`src/rtl/cache_controller_if.sv`:
```
// CPU, data-RAM and memory-side signal bundle for cache_controller.
// slave: the controller's view. master: the environment's view (CPU, RAM, memory).
interface cache_controller_if #(
  parameter int unsigned DATA_WIDTH        = 32,
  parameter int unsigned ADDR_WIDTH        = 32,
  parameter int unsigned INDEX_WIDTH       = 7,
  parameter int unsigned WORD_OFFSET_WIDTH = 2
);
  // CPU side
  logic                         req_valid;
  logic                         req_ready;
  logic                         req_we;
  logic [ADDR_WIDTH-1:0]        req_addr;
  logic [DATA_WIDTH-1:0]        req_wdata;
  logic                         resp_valid;
  logic [DATA_WIDTH-1:0]        resp_rdata;
  // Data RAM side
  logic [INDEX_WIDTH-1:0]       ram_index;
  logic [WORD_OFFSET_WIDTH-1:0] ram_offset;
  logic [DATA_WIDTH-1:0]        ram_wdata;
  logic                         ram_we;
  logic [DATA_WIDTH-1:0]        ram_rdata;
  // Memory side
  logic                         mem_req_valid;
  logic                         mem_req_ready;
  logic                         mem_req_we;
  logic [ADDR_WIDTH-1:0]        mem_req_addr;
  logic [DATA_WIDTH-1:0]        mem_req_wdata;
  logic                         mem_rvalid;
  logic [DATA_WIDTH-1:0]        mem_rdata;

  modport slave (
    input  req_valid, req_we, req_addr, req_wdata, ram_rdata,
           mem_req_ready, mem_rvalid, mem_rdata,
    output req_ready, resp_valid, resp_rdata, ram_index, ram_offset, ram_wdata, ram_we,
           mem_req_valid, mem_req_we, mem_req_addr, mem_req_wdata
  );

  modport master (
    output req_valid, req_we, req_addr, req_wdata, ram_rdata,
           mem_req_ready, mem_rvalid, mem_rdata,
    input  req_ready, resp_valid, resp_rdata, ram_index, ram_offset, ram_wdata, ram_we,
           mem_req_valid, mem_req_we, mem_req_addr, mem_req_wdata
  );
endinterface

```
`src/rtl/cache_controller.sv`:
```
// Direct-mapped, write-through, no-write-allocate cache controller.
// Tags and valid bits are internal; line data lives in an external RAM with
// a registered (1-cycle) read port. Define CACHE_STATS_EN to add the
// saturating stat_hits / stat_misses counters.
module cache_controller #(
  parameter int unsigned DATA_WIDTH        = 32,
  parameter int unsigned CACHE_LINES       = 128,
  parameter int unsigned WORD_NUM          = 4,
  parameter int unsigned INDEX_WIDTH       = 7,
  parameter int unsigned WORD_OFFSET_WIDTH = 2,
  parameter int unsigned ADDR_WIDTH        = 32,
  localparam int unsigned TAG_WIDTH = ADDR_WIDTH - INDEX_WIDTH - WORD_OFFSET_WIDTH - 2
) (
  input  logic                    clk,
  input  logic                    rst_n,
  cache_controller_if.slave       bus
`ifdef CACHE_STATS_EN
  ,
  output logic [31:0]             stat_hits,
  output logic [31:0]             stat_misses
`endif
);

  localparam int unsigned LineLsb = WORD_OFFSET_WIDTH + 2;
  localparam int unsigned TagLsb  = LineLsb + INDEX_WIDTH;

  typedef enum logic [2:0] {
    StIdle, StLookup, StRefillReq, StRefill, StRespond, StWrMem
  } state_e;

  state_e                       state_q, state_d;
  logic [ADDR_WIDTH-1:0]        addr_q;
  logic                         we_q;
  logic [DATA_WIDTH-1:0]        wdata_q;
  logic [WORD_OFFSET_WIDTH-1:0] beat_q, beat_d;
  logic [DATA_WIDTH-1:0]        rdata_q, rdata_d;
  logic [CACHE_LINES-1:0]       valid_q;
  logic [TAG_WIDTH-1:0]         tag_mem [CACHE_LINES];

  logic [INDEX_WIDTH-1:0]       idx;
  logic [WORD_OFFSET_WIDTH-1:0] off;
  logic [TAG_WIDTH-1:0]         tag;
  logic                         hit;
  logic                         accept;
  logic                         line_fill;

  assign idx    = addr_q[TagLsb-1:LineLsb];
  assign off    = addr_q[LineLsb-1:2];
  assign tag    = addr_q[ADDR_WIDTH-1:TagLsb];
  assign hit    = valid_q[idx] && (tag_mem[idx] == tag);
  assign accept = (state_q == StIdle) && bus.req_valid;

  // State, request capture, beat counter and response data register
  always_ff @(posedge clk or negedge rst_n) begin
    if (!rst_n) begin
      state_q <= StIdle;
      addr_q  <= '0;
      we_q    <= 1'b0;
      wdata_q <= '0;
      beat_q  <= '0;
      rdata_q <= '0;
    end else begin
      state_q <= state_d;
      beat_q  <= beat_d;
      rdata_q <= rdata_d;
      if (accept) begin
        addr_q  <= bus.req_addr;
        we_q    <= bus.req_we;
        wdata_q <= bus.req_wdata;
      end
    end
  end

  // Valid bits; a line only becomes valid once its last refill beat lands
  always_ff @(posedge clk or negedge rst_n) begin
    if (!rst_n) begin
      valid_q <= '0;
    end else if (line_fill) begin
      valid_q[idx] <= 1'b1;
    end
  end

  // Tag array, no reset needed since valid bits gate every use
  always_ff @(posedge clk) begin
    if (line_fill) begin
      tag_mem[idx] <= tag;
    end
  end

  // Next-state and all bus outputs
  always_comb begin
    state_d           = state_q;
    beat_d            = beat_q;
    rdata_d           = rdata_q;
    line_fill         = 1'b0;
    bus.req_ready     = 1'b0;
    bus.resp_valid    = 1'b0;
    bus.resp_rdata    = rdata_q;
    bus.ram_index     = idx;
    bus.ram_offset    = off;
    bus.ram_wdata     = wdata_q;
    bus.ram_we        = 1'b0;
    bus.mem_req_valid = 1'b0;
    bus.mem_req_we    = 1'b0;
    bus.mem_req_addr  = addr_q;
    bus.mem_req_wdata = wdata_q;
    unique case (state_q)
      StIdle: begin
        bus.req_ready  = 1'b1;
        // Present the address now so RAM data is ready in LOOKUP
        bus.ram_index  = bus.req_addr[TagLsb-1:LineLsb];
        bus.ram_offset = bus.req_addr[LineLsb-1:2];
        if (bus.req_valid) state_d = StLookup;
      end
      StLookup: begin
        if (we_q) begin
          bus.ram_we = hit;
          state_d    = StWrMem;
        end else if (hit) begin
          bus.resp_valid = 1'b1;
          bus.resp_rdata = bus.ram_rdata;
          rdata_d        = bus.ram_rdata;
          state_d        = StIdle;
        end else begin
          state_d = StRefillReq;
        end
      end
      StRefillReq: begin
        bus.mem_req_valid = 1'b1;
        bus.mem_req_addr  = {addr_q[ADDR_WIDTH-1:LineLsb], {LineLsb{1'b0}}};
        if (bus.mem_req_ready) state_d = StRefill;
      end
      StRefill: begin
        bus.ram_offset = beat_q;
        bus.ram_wdata  = bus.mem_rdata;
        if (bus.mem_rvalid) begin
          bus.ram_we = 1'b1;
          beat_d     = beat_q + 1'b1;
          if (beat_q == off) rdata_d = bus.mem_rdata;
          if (beat_q == WORD_OFFSET_WIDTH'(WORD_NUM - 1)) begin
            line_fill = 1'b1;
            beat_d    = '0;
            state_d   = StRespond;
          end
        end
      end
      StRespond: begin
        bus.resp_valid = 1'b1;
        state_d        = StIdle;
      end
      StWrMem: begin
        bus.mem_req_valid = 1'b1;
        bus.mem_req_we    = 1'b1;
        if (bus.mem_req_ready) begin
          bus.resp_valid = 1'b1;
          state_d        = StIdle;
        end
      end
      default: state_d = StIdle;
    endcase
  end

`ifdef CACHE_STATS_EN
  logic [31:0] hits_q, misses_q;

  // Saturating hit/miss counters, one event per LOOKUP cycle
  always_ff @(posedge clk or negedge rst_n) begin
    if (!rst_n) begin
      hits_q   <= '0;
      misses_q <= '0;
    end else if (state_q == StLookup) begin
      if (hit && hits_q != '1) hits_q <= hits_q + 1'b1;
      if (!hit && misses_q != '1) misses_q <= misses_q + 1'b1;
    end
  end

  assign stat_hits   = hits_q;
  assign stat_misses = misses_q;
`endif

endmodule

```
`src/flat_wrapper.sv`:
```
// flat-port wrapper written by rule: the top's interface ports become plain ports
module cache_controller_flat 
#(
  parameter int unsigned DATA_WIDTH        = 32,
  parameter int unsigned CACHE_LINES       = 128,
  parameter int unsigned WORD_NUM          = 4,
  parameter int unsigned INDEX_WIDTH       = 7,
  parameter int unsigned WORD_OFFSET_WIDTH = 2,
  parameter int unsigned ADDR_WIDTH        = 32,
  localparam int unsigned TAG_WIDTH = ADDR_WIDTH - INDEX_WIDTH - WORD_OFFSET_WIDTH - 2
)
  (clk, rst_n, bus_req_valid, bus_req_we, bus_req_addr, bus_req_wdata, bus_ram_rdata, bus_mem_req_ready, bus_mem_rvalid, bus_mem_rdata, bus_req_ready, bus_resp_valid, bus_resp_rdata, bus_ram_index, bus_ram_offset, bus_ram_wdata, bus_ram_we, bus_mem_req_valid, bus_mem_req_we, bus_mem_req_addr, bus_mem_req_wdata);
  cache_controller_if #(.DATA_WIDTH(DATA_WIDTH), .ADDR_WIDTH(ADDR_WIDTH), .INDEX_WIDTH(INDEX_WIDTH), .WORD_OFFSET_WIDTH(WORD_OFFSET_WIDTH)) bus_i ();
  input  logic clk;
  input  logic rst_n;
  input wire logic [$bits(bus_i.req_valid)-1:0] bus_req_valid;
  input wire logic [$bits(bus_i.req_we)-1:0] bus_req_we;
  input wire logic [$bits(bus_i.req_addr)-1:0] bus_req_addr;
  input wire logic [$bits(bus_i.req_wdata)-1:0] bus_req_wdata;
  input wire logic [$bits(bus_i.ram_rdata)-1:0] bus_ram_rdata;
  input wire logic [$bits(bus_i.mem_req_ready)-1:0] bus_mem_req_ready;
  input wire logic [$bits(bus_i.mem_rvalid)-1:0] bus_mem_rvalid;
  input wire logic [$bits(bus_i.mem_rdata)-1:0] bus_mem_rdata;
  output wire logic [$bits(bus_i.req_ready)-1:0] bus_req_ready;
  output wire logic [$bits(bus_i.resp_valid)-1:0] bus_resp_valid;
  output wire logic [$bits(bus_i.resp_rdata)-1:0] bus_resp_rdata;
  output wire logic [$bits(bus_i.ram_index)-1:0] bus_ram_index;
  output wire logic [$bits(bus_i.ram_offset)-1:0] bus_ram_offset;
  output wire logic [$bits(bus_i.ram_wdata)-1:0] bus_ram_wdata;
  output wire logic [$bits(bus_i.ram_we)-1:0] bus_ram_we;
  output wire logic [$bits(bus_i.mem_req_valid)-1:0] bus_mem_req_valid;
  output wire logic [$bits(bus_i.mem_req_we)-1:0] bus_mem_req_we;
  output wire logic [$bits(bus_i.mem_req_addr)-1:0] bus_mem_req_addr;
  output wire logic [$bits(bus_i.mem_req_wdata)-1:0] bus_mem_req_wdata;
  assign bus_i.req_valid = bus_req_valid;
  assign bus_i.req_we = bus_req_we;
  assign bus_i.req_addr = bus_req_addr;
  assign bus_i.req_wdata = bus_req_wdata;
  assign bus_i.ram_rdata = bus_ram_rdata;
  assign bus_i.mem_req_ready = bus_mem_req_ready;
  assign bus_i.mem_rvalid = bus_mem_rvalid;
  assign bus_i.mem_rdata = bus_mem_rdata;
  assign bus_req_ready = bus_i.req_ready;
  assign bus_resp_valid = bus_i.resp_valid;
  assign bus_resp_rdata = bus_i.resp_rdata;
  assign bus_ram_index = bus_i.ram_index;
  assign bus_ram_offset = bus_i.ram_offset;
  assign bus_ram_wdata = bus_i.ram_wdata;
  assign bus_ram_we = bus_i.ram_we;
  assign bus_mem_req_valid = bus_i.mem_req_valid;
  assign bus_mem_req_we = bus_i.mem_req_we;
  assign bus_mem_req_addr = bus_i.mem_req_addr;
  assign bus_mem_req_wdata = bus_i.mem_req_wdata;
  cache_controller #(.DATA_WIDTH(DATA_WIDTH), .CACHE_LINES(CACHE_LINES), .WORD_NUM(WORD_NUM), .INDEX_WIDTH(INDEX_WIDTH), .WORD_OFFSET_WIDTH(WORD_OFFSET_WIDTH), .ADDR_WIDTH(ADDR_WIDTH)) u_core (.clk(clk), .rst_n(rst_n), .bus(bus_i));
endmodule
```
`config.mk`:
```
export PLATFORM = sky130hd
export DESIGN_NAME = cache_controller_flat
export DESIGN_NICKNAME = d
export VERILOG_FILES = /design/src/rtl/cache_controller_if.sv /design/src/rtl/cache_controller.sv /design/src/flat_wrapper.sv
export SDC_FILE = /design/constraint.sdc
export NUM_CORES = 2
export LEC_CHECK = 0
export CORE_AREA = 3 3 587 589
export DETAILED_ROUTE_END_ITERATION = 6
export DIE_AREA = 0 0 590 592
export GPL_ROUTABILITY_DRIVEN = 0
export MAX_ROUTING_LAYER = met4
export PLACE_DENSITY = 0.55
export SYNTH_ARGS = -nofsm -noshare
export SYNTH_HDL_FRONTEND = slang
export SYNTH_SLANG_ARGS = --single-unit
```
`constraint.sdc`:
```
create_clock -name clk -period 5.8 [get_ports clk]
set_clock_uncertainty 0.2 [all_clocks]
set_input_delay 0.58 -clock clk [delete_from_list [all_inputs] [get_ports clk]]
set_output_delay 0.58 -clock clk [all_outputs]
set_load 0.005 [all_outputs]
```
==> flow_metrics.py <==
metrics = {
    "status": {
        "outcome": "finished, violations left",
        "failed_checks": "DRC, setup timing",
    },
    "worst_hold_path": {
        "worstHoldStart": "bus_req_we",
        "holdCritPathClass": "input pin to flip-flop",
    },
    "cells_and_area": {
        "synthToLayoutAreaGrowth_pct": 24.00,
        "final_layout_size_suffix_gt1_frac": 0.3085,
        "fillCellCount": 29860,
        "mostFrequentLayoutCells": "2688 x edfxtp_1, 790 x buf_4, 632 x mux2i_1",
        "commonest_non_fill_non_tap_cell_in_the_layout": "edfxtp_1",
        "design_area_sq_mm": 0.1430,
        "layoutNonFillerInstCount": 12380,
        "final_nets": 7709,
    },
    "die": {
        "die_extent_in_y_um": 592,
        "design.portCount": 276,
        "rows": 214,
        "dieArea_sq_mm": 0.3493,
        "initial_core_util": 0.3393,
        "die_w_um": 590,
        "placeableCoreArea_sq_mm": 0.3398,
    },
    "job": {
        "timing.max_cap.violations": 0,
    },
    "pwr": {
        "p_leak_nw": 49.31,
        "pd_cells_mw_per_mm2": 564.9,
        "max_ir_drop_vdd_v": 0.0003868,
    },
    "route": {
        "detailroute.via_count": 71760,
        "detail_route.iter0.violations": 11370,
        "drt_drc_violations_left": 1,
        "drt_pre_antenna_iters": 7,
        "ant_nets": 0,
        "postRouteWirelength_um": 434800,
        "routed_wire_length_per_instance_um": 35.12,
        "route.detailed.vias_per_inst": 5.796,
    },
    "global_routing": {
        "antenna_found_initial": 28,
        "overflow": 0,
        "maximum_number_of_pins_on_one_net_before_global_route_repair": 131,
        "grt_pass1_vias": 68340,
        "global_route_wire_length_before_repair_um": 587000,
        "globalRouteTotalUtil": 0.2489,
    },
    "synthesis": {
        "instance_count_of_the_mapped_netlist": 6426,
        "yosysUniqueCellTypes": 91,
        "average_size_of_a_mapped_cell_sq_um": 17.94,
        "ys_warn_count": 0,
        "synth_async_sr_flop_share": 0.07882,
        "synth-edff-count": 2688,
        "ys_dominant_reg_cell": "edfxtp_1",
        "synth-seq-cells": 2918,
        "syn_area_sq_mm": 0.1153,
        "part_of_the_yosys_area_used_for_sequential_elements": 0.7500,
        "postSynthNetCount": 6561,
    },
    "cts": {
        "tritoncts.num_buffers": 312,
        "clk_latency_ns": 0.89,
        "cts_sinks": 2918,
        "path_clk_slew_ns": 0.06,
        "ctsHtreeMaxLevel": 5,
        "clock_path_buffers": 4,
        "cts_tree": "built",
        "cts_root_buf": "clkbuf_16",
    },
    "placement": {
        "detailed_place.area_sq_mm": 0.1297,
        "dp_hpwl_um": 274700,
        "place_inst": 11650,
        "numPortBuffers": 275,
    },
    "worst_setup_path": {
        "critical-path-max-stage-delay_ns": 0.57,
        "endpoint_kind": "output port",
        "path_common_cell": "buf_12",
        "crit_required_ns": 5.02,
        "cp-start-kind": "flip-flop",
        "crit_path_start": "u_core.addr_q[4]",
        "timing.rr.start": "u_core.addr_q[4]",
        "timing.critical_path.fanout_max": 6,
        "worstPathArrival_ns": 5.70,
        "timing_worst_setup_path_type": "flip-flop to output port",
        "critical_path.slowest_cell": "mux4_2",
        "path_cells": "buf_12, buf_8, buf_12, buf_6, mux4_2, mux4_2, nand3_2, nand2_4, or4_4, a211oi_4, o2111ai_4, nor4_4, buf_4, nand2_8, buf_12, buf_12, buf_6, mux2_4, clkbuf_2",
    },
    "timing": {
        "layout_worst_path_cycle_share": 1.118,
        "setup_ws_ns": -0.6846,
        "fmax_mhz": 154.2,
        "relSlewSlack": 0.05726,
        "timing_max_transition_violations_final": 0,
        "final-hold-violation-count": 0,
        "post-route-min-period_ns": 6.485,
        "tightest_slew_ns": 1.399,
        "rsz_0062_raised_after_global_routing": "true",
        "setup-violations-final": 34,
    },
}
[metal layers]
layer  vias to the layer above  global-route usage  wire, um
li1                      28400                   -         -
met1                     37420              0.3284    170000
met2                      4978              0.3516    185700
met3                       963             0.07120     53560
met4                         0              0.1213     25520
met5                         -                   -         0
[kinds of logic (layout without fill, tap and decap cells)]
family                     count (synthesis)  after routing  synth area share
xor gates and xnor gates                  18             18          0.001367
AOI/OAI and AO/OA                       1118           1118           0.07023
DFF                                     2918           2918            0.7500
muxes                                   1028           1028            0.1184
buffers and inverters                    461           1862           0.02141
adders and majority gates                  1              1         0.0001085
other                                      0             19                 0
and+or+nand+nor                          882            882           0.03848
[sequential cells by signal, indices dropped and copies added, names as in the netlist]
| signal | cells |
|---|---|
| u_core.addr_q | 32 |
| u_core.beat_q | 2 |
| u_core.bus.mem_req_wdata | 32 |
| u_core.rdata_q | 32 |
| u_core.state_q | 3 |
| u_core.tag_mem | 2688 |
| u_core.valid_q | 128 |
| u_core.we_q | 1 |
[per-stage QoR]
step / hold slack, ns / power (mW) / setup WS, ns / setup TNS, ns / utilization
floorplan: 0.08441 / 41.14 / 1.201 / 0 / -
CTS: 0.02429 / 79.19 / -0.7613 / -21.46 / 0.4187
global placement: 0.2427 / 57.41 / -1.369 / -58.16 / 0.3817
finish: 0.06854 / 80.77 / -0.6846 / -18.75 / 0.4208
detailed placement: 0.2445 / 57.72 / -1.105 / -37.43 / 0.3818
global route: 0.07673 / 82.34 / -0.7485 / -21.09 / 0.4207
[final timing paths]
path                                               end  depth (start not counted)  slack, ns
hold / removal                             u_core.we_q                          3       0.07
setup / recovery                    bus_resp_rdata[23]                         19      -0.68
max in group asynchronous             u_core.addr_q[8]                          3       3.48
min in group asynchronous  u_core.bus.mem_req_wdata[7]                          2       0.19
hold reg to reg                    u_core.valid_q[118]                          1       0.26
setup reg to reg                    u_core.rdata_q[21]                         20       0.47
[synth_stat cells (all sizes together), types with 125 or more instances]
master / number / area share
edfxtp: 2688 / 0.70
mux2i: 639 / 0.055
o22ai: 293 / 0.016
buf: 286 / 0.016
nand2: 257 / 0.0084
mux4: 246 / 0.048
dfrtp: 230 / 0.050
or2: 198 / 0.011
nor2: 176 / 0.0058
clkbuf: 160 / 0.0052
mux2: 143 / 0.015
o21ai: 140 / 0.0061
a221oi: 125 / 0.0095
[worst max-delay path, delay by kind of cell, from the launching register on]
family,cells,cell delay (ns)
mux,3,1.28
simple gates,5,1.08
flops,1,0.50
buf+inv,9,1.22
compound gates,2,0.66
[layout make-up]
| class | count | area [sq um] | area share |
|---|---|---|---|
| Sequential cell | 2918 | 86570 | 0.6055 |
| Multi-Input combinational cell | 3047 | 28010 | 0.1959 |
| Timing Repair Buffer | 1280 | 12760 | 0.08924 |
| Clock buffer | 422 | 8526 | 0.05963 |
| Tap cell | 4536 | 5675 | 0.03970 |
| Clock inverter | 145 | 1321 | 0.009241 |
| Inverter | 15 | 67.56 | 0.0004726 |
| Antenna cell | 19 | 47.55 | 0.0003325 |
[repair_timing]
item / CTS / global route
gates cloned: 19 / 5
resized for setup: 352 / 113
pin swaps: 42 / 47
hold endpoints to repair: 87 / 0
setup buffers: 103 / 29
setup endpoints to repair: 66 / 34
hold buffers: 1 / 0
[power by group]
group | internal, mW | switching (mW) | total, mW | leakage, nW
registers | 26.4 | 1.14 | 27.5 | 27.3
clock network | 11.0 | 8.42 | 19.4 | 4.80
logic | 12.8 | 21.0 | 33.8 | 17.3
total | 50.2 | 30.6 | 80.8 | 49.3
Power figures use the tool's default switching activity.
